## config.mk

```make
export PLATFORM = sky130hd
export DESIGN_NAME = ascii_arbiter_flat
export DESIGN_NICKNAME = d
export VERILOG_FILES = /design/src/rtl/ascii_arb_pkg.sv /design/src/rtl/ascii_arbiter_if.sv /design/src/rtl/ascii_arb_rr_pick.sv /design/src/rtl/ascii_arbiter.sv /design/src/flat_wrapper.sv
export SDC_FILE = /design/constraint.sdc
export NUM_CORES = 1
export LEC_CHECK = 0
export ABC_CLOCK_PERIOD_IN_PS = 3700
export BUFFER_PORTS_ARGS = -buffer_cell sky130_fd_sc_hd__buf_4
export CORE_MARGIN = 4
export CORE_UTILIZATION = 40
export DETAILED_ROUTE_END_ITERATION = 16
export MAX_ROUTING_LAYER = met4
export PLACE_DENSITY = 0.71
export SYNTH_ARGS = -nofsm -noshare
export SYNTH_HDL_FRONTEND = slang
export SYNTH_SLANG_ARGS = --single-unit
```

## constraint.sdc

```tcl
create_clock -name clk -period 3.7 [get_ports clk]
set_input_delay 0.925 -clock clk [delete_from_list [all_inputs] [get_ports clk]]
set_output_delay 0.925 -clock clk [all_outputs]
set_load 0.05 [all_outputs]
```

## src/rtl/ascii_arb_pkg.sv

```systemverilog
// Shared types and constants for the ASCII display arbiter.
package ascii_arb_pkg;

  typedef enum logic {
    IDLE = 1'b0,
    GAP  = 1'b1
  } arb_state_e;

  localparam logic [7:0] ASCII_NEWLINE = 8'h0A;

endpackage

```

## src/rtl/ascii_arbiter_if.sv

```systemverilog
// Requester bus plus the display-side character strobe of the ASCII arbiter.
interface ascii_arbiter_if #(
  parameter int p_num_reqs = 4
);
  localparam int IDX_W = $clog2(p_num_reqs);

  logic [8*p_num_reqs-1:0] req_ascii;
  logic [p_num_reqs-1:0]   req_val;
  logic [p_num_reqs-1:0]   req_rdy;
  logic [7:0]              ascii;
  logic                    ascii_val;
  logic [IDX_W-1:0]        grant_id;
  logic                    busy;

  modport master (
    output req_ascii, req_val,
    input  req_rdy, ascii, ascii_val, grant_id, busy
  );

  modport slave (
    input  req_ascii, req_val,
    output req_rdy, ascii, ascii_val, grant_id, busy
  );
endinterface

```

## src/rtl/ascii_arb_rr_pick.sv

```systemverilog
// Combinational round-robin picker: first eligible index after 'last', wrapping.
module ascii_arb_rr_pick #(
  parameter int p_num_reqs = 4,
  localparam int IDX_W = $clog2(p_num_reqs)
) (
  input  logic [p_num_reqs-1:0] eligible,
  input  logic [IDX_W-1:0]      last,
  output logic [p_num_reqs-1:0] grant,
  output logic [IDX_W-1:0]      idx
);

  logic             found;
  logic [IDX_W-1:0] pos;

  always_comb begin
    // NOTE: every variable gets a default before any branch, so no path leaves one unassigned and no latch is inferred.
    grant = '0;
    idx   = '0;
    found = 1'b0;
    pos   = '0;
    for (int k = 1; k <= p_num_reqs; k++) begin
      pos = IDX_W'((int'(last) + k) % p_num_reqs);
      if (!found && eligible[pos]) begin
        found      = 1'b1;
        grant[pos] = 1'b1;
        idx        = pos;
      end
    end
  end

endmodule

```

## src/rtl/ascii_arbiter.sv

```systemverilog
// Round-robin arbiter feeding single characters to the display with a forced idle gap.
// Optional line lock (whole line per requester) is enabled by defining ASCII_ARB_LINE_LOCK_EN.
module ascii_arbiter
  import ascii_arb_pkg::*;
#(
  parameter int p_num_reqs     = 4,
  parameter int p_gap_cycles   = 2,
  parameter int p_lock_timeout = 64
) (
  input logic             clk,
  input logic             rst,
  ascii_arbiter_if.slave  bus
);

  localparam int IDX_W = $clog2(p_num_reqs);
  localparam int CNT_W = (p_gap_cycles > 1) ? $clog2(p_gap_cycles) : 1;

  if (p_num_reqs < 2 || p_gap_cycles < 0 || p_lock_timeout < 1) begin : g_param_check
    $error("ascii_arbiter: illegal parameter value");
  end

  arb_state_e             state_q, state_d;
  logic [CNT_W-1:0]       cnt_q, cnt_d;
  logic [IDX_W-1:0]       last_q, last_d;
  logic [7:0]             ascii_q, ascii_d;
  logic                   ascii_val_q, ascii_val_d;
  logic [IDX_W-1:0]       grant_id_q, grant_id_d;

  logic [p_num_reqs-1:0]  eligible;
  logic [p_num_reqs-1:0]  grant;
  logic [p_num_reqs-1:0]  rdy;
  logic [IDX_W-1:0]       pick_idx;
  logic [7:0]             pick_ascii;
  logic                   xfer;

  ascii_arb_rr_pick #(.p_num_reqs(p_num_reqs)) u_pick (
    .eligible (eligible),
    .last     (last_q),
    .grant    (grant),
    .idx      (pick_idx)
  );

  // Handshake only in IDLE; held off while reset is asserted.
  assign rdy         = (state_q == IDLE && !rst) ? grant : '0;
  assign xfer        = |rdy;
  assign bus.req_rdy = rdy;

  always_comb begin
    pick_ascii = '0;
    for (int i = 0; i < p_num_reqs; i++) begin
      if (pick_idx == IDX_W'(i)) pick_ascii = bus.req_ascii[8*i +: 8];
    end
  end

`ifdef ASCII_ARB_LINE_LOCK_EN
  localparam int TO_W = $clog2(p_lock_timeout + 1);

  logic             lock_q;
  logic [IDX_W-1:0] lock_id_q;
  logic [TO_W-1:0]  idle_cnt_q;

  assign eligible = lock_q ? (bus.req_val & (p_num_reqs'(1) << lock_id_q)) : bus.req_val;

  always_ff @(posedge clk or posedge rst) begin
    if (rst) begin
      lock_q     <= 1'b0;
      lock_id_q  <= '0;
      idle_cnt_q <= '0;
    end else if (xfer) begin
      idle_cnt_q <= '0;
      if (pick_ascii != ASCII_NEWLINE) begin
        lock_q    <= 1'b1;
        lock_id_q <= pick_idx;
      end else begin
        // While locked only lock_id can transfer, so a newline here always ends its own line.
        lock_q <= 1'b0;
      end
    end else if (lock_q && !bus.req_val[lock_id_q]) begin
      if (idle_cnt_q == TO_W'(p_lock_timeout - 1)) begin
        lock_q     <= 1'b0;
        idle_cnt_q <= '0;
      end else begin
        idle_cnt_q <= idle_cnt_q + 1'b1;
      end
    end else begin
      idle_cnt_q <= '0;
    end
  end
`else
  assign eligible = bus.req_val;
`endif

  always_comb begin
    state_d     = state_q;
    cnt_d       = cnt_q;
    last_d      = last_q;
    ascii_d     = ascii_q;
    ascii_val_d = 1'b0;
    grant_id_d  = grant_id_q;
    case (state_q)
      IDLE: begin
        if (xfer) begin
          ascii_d     = pick_ascii;
          ascii_val_d = 1'b1;
          grant_id_d  = pick_idx;
          last_d      = pick_idx;
          if (p_gap_cycles > 0) begin
            state_d = GAP;
            cnt_d   = CNT_W'(p_gap_cycles - 1);
          end
        end
      end
      GAP: begin
        if (cnt_q == '0) state_d = IDLE;
        else             cnt_d   = cnt_q - 1'b1;
      end
      default: state_d = IDLE;
    endcase
  end

  always_ff @(posedge clk or posedge rst) begin
    if (rst) begin
      state_q     <= IDLE;
      cnt_q       <= '0;
      last_q      <= IDX_W'(p_num_reqs - 1);
      ascii_q     <= '0;
      ascii_val_q <= 1'b0;
      grant_id_q  <= '0;
    end else begin
      // NOTE: non-blocking assignments make every flop sample pre-edge values, independent of statement order.
      state_q     <= state_d;
      cnt_q       <= cnt_d;
      last_q      <= last_d;
      ascii_q     <= ascii_d;
      ascii_val_q <= ascii_val_d;
      grant_id_q  <= grant_id_d;
    end
  end

  assign bus.ascii     = ascii_q;
  assign bus.ascii_val = ascii_val_q;
  assign bus.grant_id  = grant_id_q;
  assign bus.busy      = (state_q == GAP) || ascii_val_q;

endmodule
```

## src/flat_wrapper.sv

```systemverilog
// flat-port wrapper written by rule: the top's interface ports become plain ports
module ascii_arbiter_flat import ascii_arb_pkg::*;
#(
  parameter int p_num_reqs     = 4,
  parameter int p_gap_cycles   = 2,
  parameter int p_lock_timeout = 64
)
  (clk, rst, bus_req_ascii, bus_req_val, bus_req_rdy, bus_ascii, bus_ascii_val, bus_grant_id, bus_busy);
  ascii_arbiter_if #(.p_num_reqs(p_num_reqs)) bus_i ();
  input logic clk;
  input logic rst;
  input wire logic [$bits(bus_i.req_ascii)-1:0] bus_req_ascii;
  input wire logic [$bits(bus_i.req_val)-1:0] bus_req_val;
  output wire logic [$bits(bus_i.req_rdy)-1:0] bus_req_rdy;
  output wire logic [$bits(bus_i.ascii)-1:0] bus_ascii;
  output wire logic [$bits(bus_i.ascii_val)-1:0] bus_ascii_val;
  output wire logic [$bits(bus_i.grant_id)-1:0] bus_grant_id;
  output wire logic [$bits(bus_i.busy)-1:0] bus_busy;
  assign bus_i.req_ascii = bus_req_ascii;
  assign bus_i.req_val = bus_req_val;
  assign bus_req_rdy = bus_i.req_rdy;
  assign bus_ascii = bus_i.ascii;
  assign bus_ascii_val = bus_i.ascii_val;
  assign bus_grant_id = bus_i.grant_id;
  assign bus_busy = bus_i.busy;
  ascii_arbiter #(.p_num_reqs(p_num_reqs), .p_gap_cycles(p_gap_cycles), .p_lock_timeout(p_lock_timeout)) u_core (.clk(clk), .rst(rst), .bus(bus_i));
endmodule
```

Word-level counts from Yosys, hierarchy flattened
Index checks and enable logic that the tools add are counted.
- flip-flop bits (word level): 15
- bits in latches: 0
- RAM bits: 0
- bits in read-only memories: 0
- bits of input ports: 38
- output and inout bits: 16
- word-level logic and storage cells: 82
- memories kept: 0
- add/sub/neg operators: 5
- $mul: 0
- divide/modulo/power cells: 0
- order comparisons: 8
- equal/unequal tests: 4
- shift-type cells: 0
- multiplexer cells: 39
- bitwise operators: 4
- reduce and logical (&&, ||, !) cells: 16
- operators by type and width (kind ; number):
    $mux W8 ; 4
    $mux W4 ; 5
    $mux W1 ; 16
    $lt A2 B3 Y1 const B ; 4
    $or A4 B4 Y4 ; 3
    $bmux W1 S2 ; 4
    $demux W1 S2 ; 4
    $ge A2 B1 Y1 const B ; 4
    $logic_and A1 B1 Y1 ; 8
    $mux W2 ; 4
    $add A2 B1 Y2 const B ; 2
    $add A2 B2 Y2 const B ; 2
    $eq A2 B2 Y1 const B ; 2
    $logic_not A1 Y1 ; 4
    $pmux W1 S2 ; 2
    $reduce_or A4 Y1 ; 1
    $eq A2 B1 Y1 const B ; 1
    $logic_not A2 Y1 ; 1
    $ne A2 B1 Y1 const B ; 1
    $reduce_and A2 Y1 ; 1
    $logic_or A1 B1 Y1 ; 1
    $not A1 Y1 ; 1
    $sub A1 B1 Y1 const B ; 1

Logic depth before layout (Yosys ltp)
- word-level depth: 18
- depth in mapped cells: 12
- depth with buffers taken out: 8

Modules after synthesis
A second synthesis with hierarchy kept.
- cell total of the unflattened synthesis: 109
- area, all modules: 1320.0 µm²
- by module, submodules not included (module ; times used ; cells each ; area each (µm²) ; seq. area each (µm²)):
    ascii_arbiter ; 1 ; 50 ; 829.5 ; 377.9
    ascii_arb_rr_pick ; 1 ; 59 ; 490.5 ; 0.0

Worst setup path after synthesis
OpenSTA, ideal clock, no wires.
- path kind: reg2out
- start point: register u_core.last_q[0]
- end point: output bus_req_rdy[3]
- arrival: 3070 ps
- required time: 2775 ps
- setup slack: -295 ps
- cell stages (with the launch flop): 9
- buffers on the path: 2
- cell sequence: dfstp_2 -> buf_6 -> inv_1 -> ha_1 -> buf_6 -> mux4_2 -> nor4b_4 -> a22oi_1 -> a21oi_1
- cells in the longest elaborated chain, start to end: 14
- elaborated cells on any way between the ends: 49
- classes of those cells: 4 x add/sub; 8 x order compare; 24 x mux; 3 x bitwise; 10 x reduce/logical
- ends and longest elaborated chain (element ; RTL line ; source):
    from (decl) ; ascii_arbiter.sv:24 ; logic [IDX_W-1:0] last_q, last_d;
    from (signal assigned) ; ascii_arbiter.sv:125 ; last_q <= IDX_W'(p_num_reqs - 1);
    from (signal assigned) ; ascii_arbiter.sv:133 ; last_q <= last_d;
    branches (longest 12 deep; another with $lt A2 B3 Y1) ; -- ;
    $mux W4 (*) ; ascii_arb_rr_pick.sv:23 ; if (!found && eligible[pos]) begin
    $mux W4 (*) ; ascii_arbiter.sv:44 ; assign rdy = (state_q == IDLE && !rst) ? grant : '0;
    to (decl) ; flat_wrapper.sv:14 ; output wire logic [$bits(bus_i.req_rdy)-1:0] bus_req_rdy;
Every way passes the cells marked *. The select of a mux whose other input is x is not followed.

Worst setup path after layout
- start point: register u_core.last_q[1]
- end point: output bus_req_rdy[1]
The elaborated chain is that of the path after synthesis.

==> metrics <==
leading cell type in the layout, fill and taps excluded=buf_4; highest clock rate=275 MHz; Crit Path Class=reg2out; PD cells=1160 nW/um^2; Post-Synthesis Net Count=147; Die W=64.8 um; Fin. Hold Viols=0; Yosys cell types=30; Gate Count Post-Synth=101; # rows=20; Die Ht=64.8 um; number of max-cap violations=0; share of cells above drive strength 1=0.661; placed cells=201; drt wl/cell=15.2 um; Worst Path Arrival=2.71 ns; Clock Path Buffers=2; CTS Sinks=15; Max VDD drop=0.000557 V; # DRC=0; Placeable Area=3080 um^2; total power=0.00222 W; area leader, netlist=dfrtp_1; CTS buffer count=3; antenna fix cells=0; final setup vio count=0; Die Area=4190 um^2; total number of yosys warnings=0; vias in the first global route=1179; CTS HTree Levels=1; net count of the finished layout=215; Tcrit/Tclk final=0.981; Worst Path Required=2.77 ns; Startpoint Class=flip-flop; clk_skew=0.0131 ns; Max stage delay on crit path=0.57 ns; cell area after synthesis=1290 um^2; cell mode on critical path=buf_6; fill count=263; root buf cell=clkbuf_4; Worst Hold Class=reg2reg; Leakage Power=0.864 nW; worst-path cell chain=clkinvlp_4 > ha_4 > mux4_2 > nor4b_4 > buf_6 > a22oi_2 > a21oi_4 > buf_6; Starting Density=0.419; Worst-Skew Late Latency=0.29 ns; drt pass-1 iters=4; largest net degree at the start of global routing=16; area of the multi-input gates=875 um^2; Seq cells post-synth=15; hold_ws=0.493 ns; gp weighted congestion=0.849; slew at the pin with the worst max-slew slack=0.336 ns; Post-Layout Cell Count=212; global-route wire length before repair=5290 um; Crit-path slowest cell=dfstp_2; register area share after synthesis=0.293; GRT Util Overall=0.163; final slew viol count=0; routed wire length=3230 um; Worst-path clk slew=0.10 ns; crit path time final=3.63 ns; IO Pins=54; detailed-route via count=1104; total grt overflow=0; Avg Inst Size Synth=12.8 um^2; Post-DP HPWL=2480 um; CTS tree=built; Synth area leaders=dfrtp_1 25%, mux4_2 21%, ha_1 7.8%; Final WS setup=0.0694 ns; CP max FO=5; antenna viol nets, final=0; post-place setup slack=0.142 ns; Storage cell area=378 um^2; port bufs=53; status=completed; Vias/cell=5.21; Worst slew margin=0.773; Area Growth Syn to Fin=47.6%; DR iter-0 viols=48; initial antenna violation count=0; Critical Path End Type=output pin; most frequent cells in the layout=64 x buf_4, 13 x dfrtp_1, 12 x mux4_2, 7 x nand2_1, 7 x ha_1; unrepaired setup endpoints after global routing=true; top cell type's share of synthesized area=0.252
[cells by family (layout without fill, tap and decap cells)]
| group | Yosys count | count (layout) | share of synthesized area |
|---|---|---|---|
| simple gates | 18 | 18 | 0.0932 |
| buf+inv | 13 | 80 | 0.0767 |
| flops | 15 | 15 | 0.293 |
| compound gates | 22 | 22 | 0.124 |
| mux | 25 | 25 | 0.335 |
| fa+ha+maj | 8 | 8 | 0.0777 |
[synthesized netlist by cell type (all sizes together)]
cell type / instances
a211oi: 1
ha: 8
mux4: 12
o2111ai: 1
o311a: 1
o21ai: 2
dfrtp: 13
mux2: 10
buf: 6
or2: 1
a21o: 6
mux2i: 3
or4: 1
nand2b: 1
a21oi: 5
nor3b: 1
nand2: 7
nor2: 1
nand3b: 4
dfstp: 2
inv: 7
a22oi: 4
o211ai: 1
o31ai: 1
nor4b: 2
[final cells by class]
type                            instances  area share
Multi-Input combinational cell         73       0.460
Timing Repair Buffer                   69       0.282
Sequential cell                        15       0.199
Clock inverter                          1     0.00263
Inverter                                7      0.0158
Clock buffer                            3      0.0118
Tap cell                               44      0.0289
[metrics by stage]
stage                util  setup TNS, ns  instance area (um^2)
finish              0.618              0                  1900
global route        0.618         -0.168                  1900
CTS                 0.591              0                  1820
detailed placement  0.574              0                  1770
global placement    0.574              0                  1770
floorplan               -       -0.00252                  1320
[report_power, final]
group          internal, W  switching, W  leakage, nW
Clock            0.0000402     0.0000564       0.0177
Combinational     0.000872      0.000929        0.671
Sequential        0.000268     0.0000502        0.175
Total              0.00118       0.00104        0.864
[flip-flops by register name (all words and copies together), names as in the netlist]
signal and count:
u_core.bus.ascii 8, u_core.bus.ascii_val 1, u_core.bus.grant_id 2, u_core.cnt_q 1
u_core.last_q 2, u_core.state_q 1
[final timing paths]
check,from,to,slack [ns],cells after the start
max reg2reg,u_core.last_q[1],u_core.bus.ascii[3],0.44,9
max in group asynchronous,rst,u_core.last_q[0],2.79,3
min reg2reg,u_core.cnt_q,u_core.state_q,0.49,1
max,u_core.last_q[1],bus_req_rdy[1],0.07,8
min in group asynchronous,rst,u_core.bus.ascii[2],0.65,3
min,u_core.cnt_q,u_core.state_q,0.49,1
[critical path, delay by kind of cell, from the launching register on]
family | cells | cell delay, ns
muxes | 1 | 0.53
adders and majority gates | 1 | 0.31
DFF | 1 | 0.57
AOI/OAI and AO/OA | 2 | 0.21
buffers and inverters | 3 | 0.47
and+or+nand+nor | 1 | 0.30
[per-layer routing]
layer  vias to the layer above  share of wire  global-route usage
li1                        522              -                   -
met4                         0         0.0034              0.0237
met1                       553           0.39               0.188
met3                         2          0.041              0.0329
met5                         -              0                   -
met2                        27           0.57               0.298
[what timing repair did]
item,4_1_cts,5_1_grt
hold buffers,0,0
setup buffers,2,5
pin swaps,1,6
endpoints found under the setup margin,4,4
resized for setup,2,9
endpoints found under the hold margin,0,0
Note: power is estimated with default switching activity, not from simulation.
